===== src/rtl/fb_ddr_sched_if.sv =====
// Burst request/handshake bundle between the frame-buffer scheduler and mig_ctrl.
// The scheduler uses the master modport and mig_ctrl uses the slave modport.
interface fb_ddr_sched_if #(
    parameter int ADDR_W = 28
);
    logic              wr_req;
    logic [ADDR_W-1:0] wr_req_addr;
    logic [15:0]       wr_length;
    logic              wr_busy;
    logic              wr_done;
    logic              rd_req;
    logic [ADDR_W-1:0] rd_req_addr;
    logic [15:0]       rd_length;
    logic              rd_busy;
    logic              rd_done;

    modport master (
        output wr_req, wr_req_addr, wr_length,
        output rd_req, rd_req_addr, rd_length,
        input  wr_busy, wr_done, rd_busy, rd_done
    );

    modport slave (
        input  wr_req, wr_req_addr, wr_length,
        input  rd_req, rd_req_addr, rd_length,
        output wr_busy, wr_done, rd_busy, rd_done
    );
endinterface


===== src/rtl/fb_ddr_sched.sv =====
// Frame-buffer scheduler: turns FIFO levels into round-robin DDR3 burst requests
// and rotates 3..4 frame buffers so the writer never lands on the buffer being read.
//
// state     | meaning
// ----------+-----------------------------------------------------------
// S_IDLE    | no burst outstanding; arbitrate between eligible paths
// S_WR_REQ  | wr_req held with address/length until mig accepts (wr_busy)
// S_WR_WAIT | write burst accepted; waiting for wr_done
// S_RD_REQ  | rd_req held with address/length until mig accepts (rd_busy)
// S_RD_WAIT | read burst accepted; waiting for rd_done
module fb_ddr_sched #(
    parameter int ADDR_W      = 28,
    parameter int BASE_ADDR   = 0,
    parameter int ADDR_STEP   = 8,
    parameter int BURST_LEN   = 64,
    parameter int FRAME_WORDS = 230400,
    parameter int NUM_BUF     = 3,
    parameter int CNT_W       = 16
) (
    input  logic                clk,
    input  logic                rst,
    input  logic                wr_frame_start,
    input  logic                rd_frame_start,
    input  logic [CNT_W-1:0]    wr_fifo_cnt,
    input  logic [CNT_W-1:0]    rd_fifo_space,
    fb_ddr_sched_if.master      mig,
    output logic [1:0]          w_idx,
    output logic [1:0]          r_idx,
    output logic                frame_valid,
    output logic [15:0]         drop_cnt
);

    localparam int BURSTS = FRAME_WORDS / BURST_LEN;
    localparam int BCNT_W = $clog2(BURSTS + 1);

    localparam logic [ADDR_W-1:0] BASE         = ADDR_W'(BASE_ADDR);
    localparam logic [ADDR_W-1:0] FRAME_STRIDE = ADDR_W'(longint'(FRAME_WORDS) * longint'(ADDR_STEP));
    localparam logic [ADDR_W-1:0] BURST_STRIDE = ADDR_W'(longint'(BURST_LEN) * longint'(ADDR_STEP));
    localparam logic [15:0]       LEN          = 16'(BURST_LEN);
    localparam logic [CNT_W-1:0]  LEVEL_MIN    = CNT_W'(BURST_LEN);
    localparam logic [BCNT_W-1:0] LAST_BURST   = BCNT_W'(BURSTS - 1);

    typedef enum logic [2:0] {
        S_IDLE,
        S_WR_REQ,
        S_WR_WAIT,
        S_RD_REQ,
        S_RD_WAIT
    } state_t;

    state_t state, state_nxt;

    logic              last_wr;
    logic              wr_act;
    logic              wr_abort_pend;
    logic [BCNT_W-1:0] wr_bcnt;
    logic              rd_act;
    logic              rd_pend;
    logic [BCNT_W-1:0] rd_bcnt;
    logic [1:0]        latest;
    logic              fresh;

    logic              wr_elig, rd_elig;
    logic              wr_grant, rd_grant;
    logic              wr_in_burst, rd_in_burst;
    logic              wr_fin, rd_fin;
    logic              wr_abort_now;
    logic              publish;
    logic              rd_sw;
    logic [1:0]        r_idx_nxt;
    logic [1:0]        cand1, cand2, w_idx_pub;
    logic [ADDR_W-1:0] wr_addr, rd_addr;

    function automatic logic [ADDR_W-1:0] buf_base(input logic [1:0] idx);
        logic [ADDR_W-1:0] k;
        k      = '0;
        k[1:0] = idx;
        return BASE + k * FRAME_STRIDE;
    endfunction

    function automatic logic [1:0] wrap_idx(input logic [2:0] s);
        return (s >= 3'(NUM_BUF)) ? 2'(s - 3'(NUM_BUF)) : s[1:0];
    endfunction

    // Arbitration and frame-level events
    always_comb begin
        wr_elig      = wr_act && (wr_fifo_cnt >= LEVEL_MIN);
        rd_elig      = rd_act && (rd_fifo_space >= LEVEL_MIN);
        wr_grant     = (state == S_IDLE) && wr_elig && (!rd_elig || !last_wr);
        rd_grant     = (state == S_IDLE) && rd_elig && !wr_grant;
        wr_in_burst  = (state == S_WR_REQ) || (state == S_WR_WAIT);
        rd_in_burst  = (state == S_RD_REQ) || (state == S_RD_WAIT);
        wr_fin       = (state == S_WR_WAIT) && mig.wr_done;
        rd_fin       = (state == S_RD_WAIT) && mig.rd_done;
        wr_abort_now = wr_fin && (wr_abort_pend || wr_frame_start);
        publish      = wr_fin && !wr_abort_now && (wr_bcnt == LAST_BURST);
        rd_sw        = (rd_pend || rd_frame_start) && !rd_in_burst;
    end

    // A switch coinciding with a publish hands the reader the brand-new frame;
    // before any frame exists the reader is pointed at buffer 0.
    always_comb begin
        r_idx_nxt = r_idx;
        if (rd_sw) begin
            if (publish)
                r_idx_nxt = w_idx;
            else if (frame_valid)
                r_idx_nxt = latest;
            else
                r_idx_nxt = 2'd0;
        end
        cand1     = wrap_idx({1'b0, w_idx} + 3'd1);
        cand2     = wrap_idx({1'b0, w_idx} + 3'd2);
        w_idx_pub = ((cand1 != r_idx) && (cand1 != r_idx_nxt)) ? cand1 : cand2;
        wr_addr   = buf_base(w_idx) + ADDR_W'(wr_bcnt) * BURST_STRIDE;
        rd_addr   = buf_base(r_idx) + ADDR_W'(rd_bcnt) * BURST_STRIDE;
    end

    always_ff @(posedge clk or posedge rst) begin
        if (rst)
            state <= S_IDLE;
        else
            state <= state_nxt;
    end

    always_comb begin
        state_nxt = state;
        case (state)
            S_IDLE: begin
                if (wr_grant)
                    state_nxt = S_WR_REQ;
                else if (rd_grant)
                    state_nxt = S_RD_REQ;
            end
            S_WR_REQ:  if (mig.wr_busy) state_nxt = S_WR_WAIT;
            S_WR_WAIT: if (mig.wr_done) state_nxt = S_IDLE;
            S_RD_REQ:  if (mig.rd_busy) state_nxt = S_RD_WAIT;
            S_RD_WAIT: if (mig.rd_done) state_nxt = S_IDLE;
            default:   state_nxt = S_IDLE;
        endcase
    end

    always_comb begin
        mig.wr_req      = (state == S_WR_REQ);
        mig.rd_req      = (state == S_RD_REQ);
        mig.wr_req_addr = mig.wr_req ? wr_addr : '0;
        mig.rd_req_addr = mig.rd_req ? rd_addr : '0;
        mig.wr_length   = mig.wr_req ? LEN : 16'd0;
        mig.rd_length   = mig.rd_req ? LEN : 16'd0;
    end

    always_ff @(posedge clk or posedge rst) begin
        if (rst) begin
            last_wr       <= 1'b0;
            wr_act        <= 1'b0;
            wr_abort_pend <= 1'b0;
            wr_bcnt       <= '0;
            rd_act        <= 1'b0;
            rd_pend       <= 1'b0;
            rd_bcnt       <= '0;
            latest        <= 2'd0;
            fresh         <= 1'b0;
            w_idx         <= 2'd0;
            r_idx         <= 2'(NUM_BUF - 1);
            frame_valid   <= 1'b0;
            drop_cnt      <= 16'd0;
        end else begin
            if (wr_grant)
                last_wr <= 1'b1;
            else if (rd_grant)
                last_wr <= 1'b0;

            // An abort arriving mid-burst is deferred so the address stays stable
            if (wr_fin) begin
                if (wr_abort_now) begin
                    wr_bcnt       <= '0;
                    wr_abort_pend <= 1'b0;
                end else if (publish) begin
                    wr_bcnt     <= '0;
                    wr_act      <= 1'b0;
                    latest      <= w_idx;
                    frame_valid <= 1'b1;
                    w_idx       <= w_idx_pub;
                    if (fresh && (drop_cnt != 16'hFFFF))
                        drop_cnt <= drop_cnt + 16'd1;
                end else begin
                    wr_bcnt <= wr_bcnt + BCNT_W'(1);
                end
            end else if (wr_frame_start) begin
                if (wr_in_burst) begin
                    wr_abort_pend <= 1'b1;
                end else begin
                    wr_act  <= 1'b1;
                    wr_bcnt <= '0;
                end
            end

            if (rd_sw && (frame_valid || publish))
                fresh <= 1'b0;
            else if (publish)
                fresh <= 1'b1;

            r_idx <= r_idx_nxt;

            if (rd_sw) begin
                rd_bcnt <= '0;
                rd_act  <= 1'b1;
                rd_pend <= 1'b0;
            end else begin
                if (rd_frame_start)
                    rd_pend <= 1'b1;
                if (rd_fin) begin
                    rd_bcnt <= rd_bcnt + BCNT_W'(1);
                    if (rd_bcnt == LAST_BURST)
                        rd_act <= 1'b0;
                end
            end
        end
    end

endmodule


===== src/flat_wrapper.sv =====
// flat-port wrapper written by rule: the top's interface ports become plain ports
module fb_ddr_sched_flat 
#(
    parameter int ADDR_W      = 28,
    parameter int BASE_ADDR   = 0,
    parameter int ADDR_STEP   = 8,
    parameter int BURST_LEN   = 64,
    parameter int FRAME_WORDS = 230400,
    parameter int NUM_BUF     = 3,
    parameter int CNT_W       = 16
)
  (clk, rst, wr_frame_start, rd_frame_start, wr_fifo_cnt, rd_fifo_space, w_idx, r_idx, frame_valid, drop_cnt, mig_wr_req, mig_wr_req_addr, mig_wr_length, mig_rd_req, mig_rd_req_addr, mig_rd_length, mig_wr_busy, mig_wr_done, mig_rd_busy, mig_rd_done);
  fb_ddr_sched_if #(.ADDR_W(ADDR_W)) mig_i ();
  input  logic clk;
  input  logic rst;
  input  logic wr_frame_start;
  input  logic rd_frame_start;
  input  logic [CNT_W-1:0] wr_fifo_cnt;
  input  logic [CNT_W-1:0] rd_fifo_space;
  output logic [1:0] w_idx;
  output logic [1:0] r_idx;
  output logic frame_valid;
  output logic [15:0] drop_cnt;
  output wire logic [$bits(mig_i.wr_req)-1:0] mig_wr_req;
  output wire logic [$bits(mig_i.wr_req_addr)-1:0] mig_wr_req_addr;
  output wire logic [$bits(mig_i.wr_length)-1:0] mig_wr_length;
  output wire logic [$bits(mig_i.rd_req)-1:0] mig_rd_req;
  output wire logic [$bits(mig_i.rd_req_addr)-1:0] mig_rd_req_addr;
  output wire logic [$bits(mig_i.rd_length)-1:0] mig_rd_length;
  input wire logic [$bits(mig_i.wr_busy)-1:0] mig_wr_busy;
  input wire logic [$bits(mig_i.wr_done)-1:0] mig_wr_done;
  input wire logic [$bits(mig_i.rd_busy)-1:0] mig_rd_busy;
  input wire logic [$bits(mig_i.rd_done)-1:0] mig_rd_done;
  assign mig_wr_req = mig_i.wr_req;
  assign mig_wr_req_addr = mig_i.wr_req_addr;
  assign mig_wr_length = mig_i.wr_length;
  assign mig_rd_req = mig_i.rd_req;
  assign mig_rd_req_addr = mig_i.rd_req_addr;
  assign mig_rd_length = mig_i.rd_length;
  assign mig_i.wr_busy = mig_wr_busy;
  assign mig_i.wr_done = mig_wr_done;
  assign mig_i.rd_busy = mig_rd_busy;
  assign mig_i.rd_done = mig_rd_done;
  fb_ddr_sched #(.ADDR_W(ADDR_W), .BASE_ADDR(BASE_ADDR), .ADDR_STEP(ADDR_STEP), .BURST_LEN(BURST_LEN), .FRAME_WORDS(FRAME_WORDS), .NUM_BUF(NUM_BUF), .CNT_W(CNT_W)) u_core (.clk(clk), .rst(rst), .wr_frame_start(wr_frame_start), .rd_frame_start(rd_frame_start), .wr_fifo_cnt(wr_fifo_cnt), .rd_fifo_space(rd_fifo_space), .mig(mig_i), .w_idx(w_idx), .r_idx(r_idx), .frame_valid(frame_valid), .drop_cnt(drop_cnt));
endmodule

===== config.mk =====
export PLATFORM = sky130hd
export DESIGN_NAME = fb_ddr_sched_flat
export DESIGN_NICKNAME = d
export VERILOG_FILES = /design/src/rtl/fb_ddr_sched_if.sv /design/src/rtl/fb_ddr_sched.sv /design/src/flat_wrapper.sv
export SDC_FILE = /design/constraint.sdc
export NUM_CORES = 1
export LEC_CHECK = 0
export BUFFER_PORTS_ARGS = -buffer_cell sky130_fd_sc_hd__clkbuf_2
export CAP_MARGIN = 20
export CORE_MARGIN = 2
export CORE_UTILIZATION = 45
export DETAILED_ROUTE_END_ITERATION = 7
export PLACE_DENSITY = 0.77
export SETUP_SLACK_MARGIN = 0.1
export SLEW_MARGIN = 15
export SYNTH_ARGS = -nofsm -noshare
export SYNTH_HDL_FRONTEND = slang
export SYNTH_SLANG_ARGS = --single-unit

===== constraint.sdc =====
create_clock -name clk -period 3.3 [get_ports clk]
set_clock_uncertainty 0.1 [all_clocks]
set_input_delay 0.99 -clock clk [delete_from_list [all_inputs] [get_ports clk]]
set_output_delay 0.99 -clock clk [all_outputs]
set_load 0.01 [all_outputs]

* Yosys cells after proc, flatten, opt, wreduce, memory -nomap -nowiden *
Cells that the tools add are included.

word-level totals
  bits in registers = 56
  input bits = 40
  output and inout bits = 111
  logic and storage cells = 131

operators by class
  add/subtract/negate cells = 9
  multiply operators = 2
  $lt $le $gt $ge = 4
  equal/unequal tests = 18
  multiplexer cells = 42
  bitwise logic cells = 1
  reductions and logical operators = 41

operator list
  cell                   number
  $mux 12                7
  $mux 28                2
  $add 23x21->24         2
  $ge 16x7->1 const B    2
  $add 12x1->12 const B  2
  $eq 12x12->1 const B   2
  $mul 2x8->10 const B   2
  $mux 1                 18
  $mux 3                 6
  $add 16x1->16 const B  1
  $ne 16x16->1 const B   1
  $logic_and 1x1->1      15
  $pmux 3 s5             1
  $mux 7                 2
  $reduce_bool 2->1      7
  $mux 2                 6
  $ne 2x2->1 const B     6
  $reduce_and 4->1       2
  $eq 3x2->1 const B     2
  $ge 3x2->1 const B     2
  $logic_or 1x1->1       6
  $reduce_and 3->1       2
  $logic_not 1->1        5
  $reduce_and 5->1       1
  other kinds (11)       15

* Longest topological paths before layout *
  depth after elaboration = 11
  gate-level depth with buffers = 10
  gate-level depth less buffers = 8

* Worst setup path before layout *
OpenSTA, ideal clock, no wires.

  path type = in2reg
  start point = in mig_wr_done
  end point = reg u_core.drop_cnt[12]
  arrival time = 3.414 ns
  slack = -0.340 ns
  cell stages on the path = 9
  path through = or3b_4 -> or4b_1 -> buf_2 -> or4_4 -> or4_1 -> buf_2 -> nor2_4 -> nand2_1 -> xnor2_1

on the way
  cells in the longest elaborated chain, start to end = 6
  elaborated cells on any way between the ends = 7
  classes of those cells = 1 x bitwise; 6 x reduce/logical

RTL lines
  item                            line                 source
  start: declaration              flat_wrapper.sv:31   input wire logic [$bits(mig_i.wr_done)-1:0] mig_wr_done;
  $logic_and 1x1->1 (*)           fb_ddr_sched.sv:93   wr_fin = (state == S_WR_WAIT) && mig.wr_done;
  $logic_and 1x1->1               fb_ddr_sched.sv:95   wr_abort_now = wr_fin && (wr_abort_pend || wr_frame_start);
  $logic_not 1->1                 fb_ddr_sched.sv:96   publish = wr_fin && !wr_abort_now && (wr_bcnt == LAST_BURST);
  $logic_and 1x1->1 (2 in a row)  fb_ddr_sched.sv:96
  $reduce_and 4->1 (no line) (*)  --
  end signal: assignment          fb_ddr_sched.sv:185  drop_cnt <= drop_cnt + 16'd1;
  end: declaration                fb_ddr_sched.sv:30   output logic [15:0] drop_cnt

Mark *: on every way between the ends. The rest lies on a longest branch, timed or not.
A chain may end at the register's enable or synchronous reset.

* Final worst setup path *
  start point = reg u_core.w_idx[1]
  end point = out mig_wr_req_addr[22]

on the way
  cells in the longest elaborated chain, start to end = 3

RTL lines
  item                      line                 source
  start: declaration        fb_ddr_sched.sv:27   output logic [1:0] w_idx,
  start signal: assignment  fb_ddr_sched.sv:183  w_idx <= w_idx_pub;
  $mul 2x8->10              fb_ddr_sched.sv:78   return BASE + k * FRAME_STRIDE;
  $add 23x21->24            fb_ddr_sched.sv:115  wr_addr = buf_base(w_idx) + ADDR_W'(wr_bcnt) * BURST_STRIDE;
  $mux 28                   fb_ddr_sched.sv:146  mig.wr_req_addr = mig.wr_req ? wr_addr : '0;
  end: declaration          flat_wrapper.sv:25   output wire logic [$bits(mig_i.wr_req_addr)-1:0] mig_wr_req_addr;

Every way passes these cells.

==> impl_results.md <==
- Status: complete, but fails checks
- Failing checks: negative setup slack
- Detail Route Antenna Nets: 0
- Fmax: 0.3004 GHz
- Nets: 639
- Max Transition Viols Final: 0
- Average vias per placed instance: 5.057
- Post-DP HPWL: 6.765 mm
- Share of the synthesized area in the top cell type: 33.89%
- Yosys warnings: 0
- FF+latch count, synth: 56
- Critical path arrival: 2.24 ns
- Max Cap Viol: 0
- Wirelength per Cell: 13.34 µm
- Fraction of registers with async set/reset: 100.0%
- Routability Congestion: 0.8992
- Crit end category: output pin
- # diodes: 0
- Psw: 0.6107 mW
- Gate Count Post-Synth: 468
- Total chip power: 1.674 mW
- Largest net degree at the start of global routing: 57
- Total CTS buffers: 5
- RSZ-0062 raised after global routing: yes
- Gr ovfl total: 0
- P_int: 1.063 mW
- DRC: 0
- Switching share of power: 36.49%
- Vias in the first global route: 3,170
- Slew headroom: 55.66%
- Post-synthesis mux area share: 1.263%
- Detailed Route WL: 9.141 mm
- Die area: 0.009801 mm²
- Starting Density: 46.57%
- CP Max Fanout: 5
- Final Cycle Share: 100.9%
- Setup CP Type: reg -> out
- Finish-stage setup viols: 2
- Tmin final: 3.328 ns
- Register area share after synthesis: 34.53%
- Clock power share: 23.6%
- Synth Area in Compound Gates: 9.458%
- Die Ht: 99 µm
- Post-synthesis simple-gate area fraction: 23.01%
- Sequential Power Share: 45.2%
- Post-route cell area: 0.004852 mm²
- Clock root buffer master: clkbuf_8
- Post-synth EDFFs: 0
- Ports: 151
- # fillers: 791
- Core area: 0.008721 mm²
- Vias: 3,464
- Slew @ Worst Pin: 0.6601 ns
- Main combinational cell family by area after synthesis: simple AND/OR/NAND/NOR gates
- Port-buffer cells: 82
- Die width: 99 µm
- Dominant cells by area after synthesis: dfrtp_1, buf_4, ha_1, xor2_1, nor2_1
- H-tree levels: 2
- Clk buf depth: 2
- Final Hold Viols: 0
- Initial antenna violation count: 0
- VDD IR max: 0.1581 mV
- Worst min-delay path class: reg -> reg
- Req. time, crit path: 2.21 ns
- Hold_buf cts: 0
- Syn avg cell area: 8.678 µm²
- Comb pwr share: 31.2%
- Final Worst Setup Slack: -0.02843 ns
- Worst-skew pair later-pin latency: 0.32 ns
- Area post-placement: 0.004528 mm²
- Mapped cell area: 0.004061 mm²
- Yosys cell types: 50
- Tot GR Track Use: 18.37%
- Largest area contributor in the synthesized netlist: dfrtp_1
- Most common cell after layout, fill and taps aside: clkbuf_2
- Adder-cell share of the synthesized area: 7.455%
- Xor and xnor area share after synthesis: 10.35%
- Layout area overhead: 19.47%
- First-pass DRT Iterations: 4
- PD cells: 344.9 mW/mm²
- Initial drt markers: 195
- P_leak: 2.423 nW
- CP Launch Type: register
- First-pass GRT wire length: 14.90 mm
- Row count: 34
- CTS tree: yes
- # clock sinks: 56
- Synth Flop Type: dfrtp_1
- Share of cells above drive strength 1: 28.60%
- CTS clk-pin slew, worst paths: 0.12 ns
- Most frequent cells in the layout: clkbuf_2, nor2_1, conb_1
-- routing by layer --
layer	GRT usage (%)	up-vias	share of wire (%)
met4	4.636	0	1.1
met3	2.766	10	5.2
li1	-	1686	-
met1	24.59	1655	44
met2	31.24	113	50
met5	0	-	0
-- timing repair --
item	4_1_cts	5_1_grt
resized for setup	23	14
setup buffers	9	2
pin swaps	12	13
setup endpoints to repair	9	12
-- power by group through the flow --
stage / clock, mW / sequential, mW / combinational [mW]
6_report: 0.395 / 0.756 / 0.522
3_3_place_gp: 0 / 0.764 / 0.500
2_1_floorplan: 0 / 0.762 / 0.420
3_5_place_dp: 0 / 0.768 / 0.517
5_1_grt: 0.430 / 0.763 / 0.577
4_1_cts: 0.401 / 0.755 / 0.519
-- worst paths after layout --
path	from	to	slack [ns]	depth (start not counted)
max	u_core.w_idx[1]$_DFFE_PP0P_	mig_wr_req_addr[22]	-0.03	10
min	u_core.last_wr$_DFFE_PP0P_	u_core.last_wr$_DFFE_PP0P_	0.39	1
max in group asynchronous	rst	u_core.r_idx[1]$_DFF_PP1_	2.22	3
max reg2reg	u_core.wr_bcnt[4]$_DFFE_PP0P_	u_core.w_idx[0]$_DFFE_PP0P_	0.33	8
min in group asynchronous	rst	u_core.drop_cnt[7]$_DFFE_PP0P_	0.57	3
min reg2reg	u_core.last_wr$_DFFE_PP0P_	u_core.last_wr$_DFFE_PP0P_	0.39	1
-- critical path, stage by stage, from the launching register on --
cell	delay, ns
dfrtp_1	0.43
buf_4	0.18
ha_1	0.30
a21oi_2	0.16
o21bai_1	0.11
a21oi_2	0.13
nor2b_1	0.07
o21ai_1	0.15
xor2_1	0.17
nor2_1	0.07
buf_2	0.15
-- sequential cells by signal (all words and copies together), names as in the netlist --
signal	cells
u_core.rd_bcnt	12
u_core.frame_valid	1
u_core.r_idx	2
u_core.fresh	1
u_core.wr_abort_pend	1
u_core.wr_bcnt	12
u_core.w_idx	2
u_core.latest	2
u_core.rd_pend	1
u_core.last_wr	1
u_core.drop_cnt	16
u_core.wr_act	1
u_core.state	3
u_core.rd_act	1
-- synthesized netlist by cell type, drive strengths merged (4+ instances only) --
master,instances
nor2b,8
inv,16
dfrtp,55
o21bai,5
xor2,28
a31oi,5
mux2i,4
or3,4
buf,61
nor2,57
nand3,13
nor3,8
clkbuf,12
xnor2,20
and2,14
nand4,9
a21oi,14
nand2,35
o21ai,27
and3,7
or4,10
ha,21
-- metrics by stage --
step	util [%]	hold WS (ns)	cells	TNS [ns]	setup slack (ns)
finish	55.64	0.3919	685	-0.03547	-0.02843
global route	55.64	0.4189	685	-0.3754	-0.1382
CTS	54.94	0.3971	683	-0.1088	-0.03702
detailed placement	51.92	0.3752	666	-1.451	-0.2371
global placement	51.92	0.3634	666	-1.135	-0.2246
floorplan	-	0.3383	523	-0.7253	-0.1697
-- final cells by class --
type	instances	area, µm²	area share (%)
repair buffers	119	708.2	14.60
clock buffers	5	68.82	1.418
inverters	16	60.06	1.238
well taps	108	135.1	2.785
multi-input cells	378	2455	50.59
flip-flops and latches	56	1404	28.93
clock inverters	3	21.27	0.4384
-- kinds of logic after synthesis --
kind of cell | count (synthesis)
buffers and inverters | 89
flip-flops | 56
multiplexers | 5
AND/OR/NAND/NOR | 181
XOR/XNOR | 48
AO/OA/AOI/OAI | 65
adder cells (fa/ha/maj) | 23
other | 1
Power figures use the tool's default switching activity.
